**src/rtl/alu_seq_ctrl_if.sv**
```systemverilog
`default_nettype none
// ============================================================================
// Module      : alu_seq_ctrl_if
// Description : Command, ALU-side and response channels of alu_seq_ctrl.
// Revision    : 1.0 - initial release
// ============================================================================
interface alu_seq_ctrl_if #(
    parameter int W = 8
);
    logic         cmd_valid;
    logic         cmd_ready;
    logic [2:0]   cmd_op;
    logic [1:0]   cmd_rd;
    logic [1:0]   cmd_rs1;
    logic [1:0]   cmd_rs2;
    logic         cmd_imm_en;
    logic [W-1:0] cmd_imm;
    logic         cmd_setflags;

    logic [W-1:0] alu_a;
    logic [W-1:0] alu_b;
    logic [2:0]   alu_control;
    logic [W-1:0] alu_out;
    logic         alu_co;
    logic         alu_ovf;
    logic         alu_z;
    logic         alu_n;

    logic         rsp_valid;
    logic         rsp_ready;
    logic [W-1:0] rsp_data;
    logic [3:0]   rsp_flags;

    modport slave (
        input  cmd_valid, cmd_op, cmd_rd, cmd_rs1, cmd_rs2, cmd_imm_en, cmd_imm, cmd_setflags,
        output cmd_ready,
        output alu_a, alu_b, alu_control,
        input  alu_out, alu_co, alu_ovf, alu_z, alu_n,
        output rsp_valid, rsp_data, rsp_flags,
        input  rsp_ready
    );

    modport master (
        output cmd_valid, cmd_op, cmd_rd, cmd_rs1, cmd_rs2, cmd_imm_en, cmd_imm, cmd_setflags,
        input  cmd_ready,
        input  alu_a, alu_b, alu_control,
        output alu_out, alu_co, alu_ovf, alu_z, alu_n,
        input  rsp_valid, rsp_data, rsp_flags,
        output rsp_ready
    );
endinterface
`default_nettype wire

```
**src/rtl/alu_seq_ctrl.sv**
```systemverilog
`default_nettype none
// ============================================================================
// Module      : alu_seq_ctrl
// Description : Sequential command front-end with 4-entry register file and
//               NZCV flag register around an external combinational ALU.
// Revision    : 1.0 - initial release
// ============================================================================
module alu_seq_ctrl #(
    parameter int W = 8
) (
    input  wire logic         clk,
    input  wire logic         reset,
    alu_seq_ctrl_if.slave     bus,
    output logic [3:0]        flags,
    input  wire logic [1:0]   dbg_addr,
    output logic [W-1:0]      dbg_data
);

    localparam logic [1:0] c_IDLE   = 2'd0;
    localparam logic [1:0] c_EXEC   = 2'd1;
    localparam logic [1:0] c_RESP   = 2'd2;
    localparam logic [2:0] c_OP_CLR = 3'd5;
    localparam logic [2:0] c_OP_LDI = 3'd7;

    logic [1:0]   r_state;
    logic [1:0]   w_state_next;
    logic [W-1:0] r_regs [4];
    logic [W-1:0] r_alu_a;
    logic [W-1:0] r_alu_b;
    logic [2:0]   r_alu_control;
    logic [1:0]   r_rd;
    logic         r_setflags;
    logic         r_is_ldi;
    logic         r_rsp_valid;
    logic [W-1:0] r_rsp_data;
    logic [3:0]   r_rsp_flags;
    logic [3:0]   r_flags;
    logic         w_accept;
    logic         w_rsp_done;
    logic [W-1:0] w_result;
    logic [3:0]   w_alu_flags;

    assign w_accept    = bus.cmd_valid && (r_state == c_IDLE);
    assign w_rsp_done  = r_rsp_valid && bus.rsp_ready;
    // For LDI the immediate already sits in r_alu_b, so it doubles as the write value.
    assign w_result    = r_is_ldi ? r_alu_b : bus.alu_out;
    assign w_alu_flags = {bus.alu_n, bus.alu_z, bus.alu_co, bus.alu_ovf};

    always_ff @(posedge clk) begin
        if (reset) begin
            r_state <= c_IDLE;
        end else begin
            r_state <= w_state_next;
        end
    end

    always_comb begin
        w_state_next = r_state;
        case (r_state)
            c_IDLE:  if (w_accept)   w_state_next = c_EXEC;
            c_EXEC:                  w_state_next = c_RESP;
            c_RESP:  if (w_rsp_done) w_state_next = c_IDLE;
            default:                 w_state_next = c_IDLE;
        endcase
    end

    always_ff @(posedge clk) begin
        if (reset) begin
            for (int i = 0; i < 4; i++) begin
                r_regs[i] <= '0;
            end
            r_alu_a       <= '0;
            r_alu_b       <= '0;
            r_alu_control <= '0;
            r_rd          <= '0;
            r_setflags    <= 1'b0;
            r_is_ldi      <= 1'b0;
            r_rsp_valid   <= 1'b0;
            r_rsp_data    <= '0;
            r_rsp_flags   <= '0;
            r_flags       <= '0;
        end else begin
            if (w_accept) begin
                r_rd       <= bus.cmd_rd;
                r_setflags <= bus.cmd_setflags;
                if (bus.cmd_op == c_OP_LDI) begin
                    r_is_ldi      <= 1'b1;
                    r_alu_a       <= '0;
                    r_alu_b       <= bus.cmd_imm;
                    r_alu_control <= c_OP_CLR;
                end else begin
                    r_is_ldi      <= 1'b0;
                    r_alu_a       <= r_regs[bus.cmd_rs1];
                    r_alu_b       <= bus.cmd_imm_en ? bus.cmd_imm : r_regs[bus.cmd_rs2];
                    r_alu_control <= bus.cmd_op;
                end
            end
            if (r_state == c_EXEC) begin
                r_regs[r_rd] <= w_result;
                r_rsp_data   <= w_result;
                r_rsp_flags  <= r_is_ldi ? 4'b0000 : w_alu_flags;
                if (r_setflags && !r_is_ldi) begin
                    r_flags <= w_alu_flags;
                end
                r_rsp_valid  <= 1'b1;
            end else if (w_rsp_done) begin
                r_rsp_valid  <= 1'b0;
            end
        end
    end

    assign bus.cmd_ready   = (r_state == c_IDLE);
    assign bus.alu_a       = r_alu_a;
    assign bus.alu_b       = r_alu_b;
    assign bus.alu_control = r_alu_control;
    assign bus.rsp_valid   = r_rsp_valid;
    assign bus.rsp_data    = r_rsp_data;
    assign bus.rsp_flags   = r_rsp_flags;
    assign flags           = r_flags;
    assign dbg_data        = r_regs[dbg_addr];

endmodule
`default_nettype wire

```
**src/flat_wrapper.sv**
```systemverilog
// flat-port wrapper written by rule: the top's interface ports become plain ports
module alu_seq_ctrl_flat 
#(
    parameter int W = 8
)
  (clk, reset, flags, dbg_addr, dbg_data, bus_cmd_valid, bus_cmd_op, bus_cmd_rd, bus_cmd_rs1, bus_cmd_rs2, bus_cmd_imm_en, bus_cmd_imm, bus_cmd_setflags, bus_cmd_ready, bus_alu_a, bus_alu_b, bus_alu_control, bus_alu_out, bus_alu_co, bus_alu_ovf, bus_alu_z, bus_alu_n, bus_rsp_valid, bus_rsp_data, bus_rsp_flags, bus_rsp_ready);
  alu_seq_ctrl_if #(.W(W)) bus_i ();
  input  wire logic clk;
  input  wire logic reset;
  output logic [3:0] flags;
  input  wire logic [1:0] dbg_addr;
  output logic [W-1:0] dbg_data;
  input wire logic [$bits(bus_i.cmd_valid)-1:0] bus_cmd_valid;
  input wire logic [$bits(bus_i.cmd_op)-1:0] bus_cmd_op;
  input wire logic [$bits(bus_i.cmd_rd)-1:0] bus_cmd_rd;
  input wire logic [$bits(bus_i.cmd_rs1)-1:0] bus_cmd_rs1;
  input wire logic [$bits(bus_i.cmd_rs2)-1:0] bus_cmd_rs2;
  input wire logic [$bits(bus_i.cmd_imm_en)-1:0] bus_cmd_imm_en;
  input wire logic [$bits(bus_i.cmd_imm)-1:0] bus_cmd_imm;
  input wire logic [$bits(bus_i.cmd_setflags)-1:0] bus_cmd_setflags;
  output wire logic [$bits(bus_i.cmd_ready)-1:0] bus_cmd_ready;
  output wire logic [$bits(bus_i.alu_a)-1:0] bus_alu_a;
  output wire logic [$bits(bus_i.alu_b)-1:0] bus_alu_b;
  output wire logic [$bits(bus_i.alu_control)-1:0] bus_alu_control;
  input wire logic [$bits(bus_i.alu_out)-1:0] bus_alu_out;
  input wire logic [$bits(bus_i.alu_co)-1:0] bus_alu_co;
  input wire logic [$bits(bus_i.alu_ovf)-1:0] bus_alu_ovf;
  input wire logic [$bits(bus_i.alu_z)-1:0] bus_alu_z;
  input wire logic [$bits(bus_i.alu_n)-1:0] bus_alu_n;
  output wire logic [$bits(bus_i.rsp_valid)-1:0] bus_rsp_valid;
  output wire logic [$bits(bus_i.rsp_data)-1:0] bus_rsp_data;
  output wire logic [$bits(bus_i.rsp_flags)-1:0] bus_rsp_flags;
  input wire logic [$bits(bus_i.rsp_ready)-1:0] bus_rsp_ready;
  assign bus_i.cmd_valid = bus_cmd_valid;
  assign bus_i.cmd_op = bus_cmd_op;
  assign bus_i.cmd_rd = bus_cmd_rd;
  assign bus_i.cmd_rs1 = bus_cmd_rs1;
  assign bus_i.cmd_rs2 = bus_cmd_rs2;
  assign bus_i.cmd_imm_en = bus_cmd_imm_en;
  assign bus_i.cmd_imm = bus_cmd_imm;
  assign bus_i.cmd_setflags = bus_cmd_setflags;
  assign bus_cmd_ready = bus_i.cmd_ready;
  assign bus_alu_a = bus_i.alu_a;
  assign bus_alu_b = bus_i.alu_b;
  assign bus_alu_control = bus_i.alu_control;
  assign bus_i.alu_out = bus_alu_out;
  assign bus_i.alu_co = bus_alu_co;
  assign bus_i.alu_ovf = bus_alu_ovf;
  assign bus_i.alu_z = bus_alu_z;
  assign bus_i.alu_n = bus_alu_n;
  assign bus_rsp_valid = bus_i.rsp_valid;
  assign bus_rsp_data = bus_i.rsp_data;
  assign bus_rsp_flags = bus_i.rsp_flags;
  assign bus_i.rsp_ready = bus_rsp_ready;
  alu_seq_ctrl #(.W(W)) u_core (.clk(clk), .reset(reset), .bus(bus_i), .flags(flags), .dbg_addr(dbg_addr), .dbg_data(dbg_data));
endmodule
```
**config.mk**
```make
export PLATFORM = sky130hd
export DESIGN_NAME = alu_seq_ctrl_flat
export DESIGN_NICKNAME = d
export VERILOG_FILES = /design/src/rtl/alu_seq_ctrl_if.sv /design/src/rtl/alu_seq_ctrl.sv /design/src/flat_wrapper.sv
export SDC_FILE = /design/constraint.sdc
export NUM_CORES = 1
export LEC_CHECK = 0
export BUFFER_PORTS_ARGS = -buffer_cell sky130_fd_sc_hd__buf_2
export CORE_ASPECT_RATIO = 0.6
export CORE_MARGIN = 3
export CORE_UTILIZATION = 40
export CTS_CLUSTER_DIAMETER = 80
export DETAILED_ROUTE_END_ITERATION = 8
export GPL_TIMING_DRIVEN = 1
export PLACE_DENSITY_LB_ADDON = 0.1
export SYNTH_ARGS = -nofsm -noshare
export SYNTH_HDL_FRONTEND = slang
export SYNTH_SLANG_ARGS = --single-unit
```
**constraint.sdc**
```tcl
create_clock -name clk -period 3.2 [get_ports clk]
set_input_delay 0.64 -clock clk [delete_from_list [all_inputs] [get_ports clk]]
set_output_delay 0.64 -clock clk [all_outputs]
set_load 0.02 [all_outputs]
```
==> flow_summary.json <==
{
  "finalClockSkew_ns": 0.00694,
  "power_mw": 2.45,
  "cts_buffers": 9,
  "postSynthCellCount": 298,
  "synthDistinctLibCells": 26,
  "power.ir.vdd_worst_uv": 281,
  "grt_max_degree": 34,
  "finalWorstPathRequiredPeriod_ns": 2.26,
  "gp_routability_congestion": 0.825,
  "final_cell_count_no_fill": 482,
  "yosysMostFrequentCell": "sky130_fd_sc_hd__nor2_1",
  "grt_antenna_before_repair": 0,
  "post_route_cells_drive_above_1_share_pct": 36.1,
  "port-buffer-count": 81,
  "syn-mean-instance-area_um2": 11.5,
  "setup_violations": 0,
  "power.net_switching_mw": 0.630,
  "worstSetupPathType": "primary input to output port",
  "critPathRequiredTime_ns": 2.56,
  "worst_pin_slew_ns": 0.918,
  "drt-vias-per-instance": 5.50,
  "clock_tree.buffer_depth": 2,
  "final_core_util_pct": 51.5,
  "hpwl_um": 7080,
  "cts_root_buffer": "sky130_fd_sc_hd__clkbuf_16",
  "htree_levels": 3,
  "grt_first_pass_wirelength_um": 14800,
  "p_sw_share_pct": 25.7,
  "cts_tree": "yes",
  "synth-warning-count": 0,
  "netlist_top_cells_count": "57 x sky130_fd_sc_hd__nor2_1, 42 x sky130_fd_sc_hd__dfxtp_1, 32 x sky130_fd_sc_hd__edfxtp_1, 32 x sky130_fd_sc_hd__nand2_1, 24 x sky130_fd_sc_hd__mux4_2",
  "finalWirelength_um": 9600,
  "cts.repair_timing.setup_buffer_count": 0,
  "die_width_um": 126,
  "layout.nets": 406,
  "worst_setup_path_start_kind": "primary input",
  "cts_repair_resize_count": 0,
  "power_per_cell_area_nw_per_um2": 588,
  "fmax_ghz": 0.443,
  "finalHoldViolations": 0,
  "hold_buffers": 0,
  "worstPathArrival_ns": 1.62,
  "yosys_register_bits": 74,
  "antenna_cells_inserted": 0,
  "critPathLaunch": "dbg_addr[0]",
  "die_area_um2": 9780,
  "final.setup.tns_ns": 0,
  "ys_seq_area_share_pct": 52.4,
  "synth.top_cells.by_area": "sky130_fd_sc_hd__edfxtp_1 28%, sky130_fd_sc_hd__dfxtp_1 24%, sky130_fd_sc_hd__mux4_2 16%, sky130_fd_sc_hd__nor2_1 6.2%, sky130_fd_sc_hd__a211oi_1 3.7%",
  "rsz_0062_raised_after_global_routing": "false",
  "combPwrFrac_pct": 14.3,
  "final.period_utilization_pct": 70.6,
  "rows": 25,
  "critical_path.reg2reg.startpoint": "u_core.r_state[0]",
  "finalMaxSlewViolations": 0,
  "critPathCaptureType": "output port",
  "route.detailed.wl_per_inst_um": 19.9,
  "areaGrowthSynthToFinish_pct": 21.5,
  "netlist.area_leader.share_pct": 28.0,
  "drt_pass1_iterations": 5,
  "hold_start": "u_core.bus.rsp_flags[3]",
  "synthesis.nets": 335,
  "post_synth_edffs": 32,
  "detail_route.drc_violations": 0,
  "synth_top_area_cell": "sky130_fd_sc_hd__edfxtp_1",
  "dpl.cell_count": 466,
  "clock_network_fraction_of_total_power_pct": 41.2,
  "ant_nets": 0,
  "clkSinkCount": 74,
  "relSlewSlack_pct": 38.7,
  "hold-worst-slack_ns": 0.450,
  "design.portCount": 82,
  "via_count_of_the_first_global_routing_pass": 2575,
  "synthFlopType": "sky130_fd_sc_hd__dfxtp_1",
  "clkSlewWorstSetupHoldPaths_ns": 0.06,
  "globalRoute.totalOverflow": 0,
  "die_h_um": 77.8,
  "core_region_area_um2": 8100,
  "global_route_usage_over_all_layers_pct": 20.6,
  "max_cap_viols": 0,
  "starting_density_of_the_core_pct": 42.4,
  "leakage_power_nw": 1.65,
  "ys_async_sr_fraction_pct": 0,
  "outcome": "complete, no violations",
  "num-fill-cells": 745,
  "worst_skew_pair_later_pin_latency_ns": 0.33,
  "p_seq_share_pct": 44.5,
  "cp_max_fo": 8,
  "synth_area_um2": 3440,
  "p_int_mw": 1.82,
  "hold_wc_path_type": "register to register",
  "route.vias.total": 2649,
  "first_iter_violations": 372
}
==> flip-flops by register name (all words and copies together), names as in the netlist <==
register,count
u_core.r_regs,32
u_core.bus.alu_a,8
u_core.bus.alu_b,8
u_core.bus.rsp_data,8
u_core.bus.rsp_flags,4
u_core.flags,4
u_core.bus.alu_control,3
u_core.r_rd,2
u_core.r_state,2
u_core.bus.rsp_valid,1
u_core.r_is_ldi,1
u_core.r_setflags,1
==> stage by stage <==
step                instance area, um^2  worst slack, ns
detailed placement                 3870            0.919
global route                       4180            0.861
finish                             4180            0.942
floorplan                          3440             1.09
CTS                                4180            0.919
global placement                   3870            0.949
==> layout by cell type (no fill, tap or decap), drive strengths merged, types with 6 or more instances in the layout <==
master and instances:
nor2 57, nand2b 6, mux4 24, nand3 12
a21oi 28, nand3b 6, nand2 32, edfxtp 32
mux2i 12, a211oi 17, clkbuf 15, buf 83
dfxtp 42
==> worst paths after layout <==
kind	end	slack [ns]	depth (start not counted)
max	dbg_data[2]	0.94	3
min reg2reg	u_core.bus.rsp_flags[3]	0.45	2
min	u_core.bus.rsp_flags[3]	0.45	2
max reg2reg	u_core.r_regs[1][2]	1.24	3
==> cell families after synthesis <==
family,count (synthesis),synth area share (%)
AO/OA/AOI/OAI,48,9.03
multiplexers,36,19.2
AND/OR/NAND/NOR,117,15.6
buffers and inverters,23,3.71
flip-flops,74,52.4
==> power by group through the flow <==
| stage | clock network (mW) | registers [mW] | logic, mW |
|---|---|---|---|
| finish | 1.01 | 1.09 | 0.351 |
| global placement | 0 | 1.11 | 0.351 |
| detailed placement | 0 | 1.11 | 0.353 |
| CTS | 1.04 | 1.09 | 0.355 |
| global route | 1.08 | 1.10 | 0.382 |
| floorplan | 0 | 1.13 | 0.212 |
==> critical path, cell delays in order <==
cell and delay, ns:
sky130_fd_sc_hd__buf_2 0.26, sky130_fd_sc_hd__mux4_2 0.54, sky130_fd_sc_hd__buf_2 0.17
==> area by class of cell <==
class / count / area, um^2 / area share [%]
well taps: 108 / 135 / 3.24
clock buffers: 15 / 303 / 7.25
repair buffers: 83 / 420 / 10.1
multi-input cells: 201 / 1510 / 36.2
clock inverters: 1 / 5.00 / 0.120
flip-flops and latches: 74 / 1800 / 43.2
==> routing by layer <==
layer	vias up	GRT usage [%]	routed length, um
li1	1235	-	-
met1	1300	30.7	4400
met4	0	6.60	90
met3	6	7.91	1100
met5	-	0	0
met2	108	27.3	4010
Power figures use the tool's default switching activity.
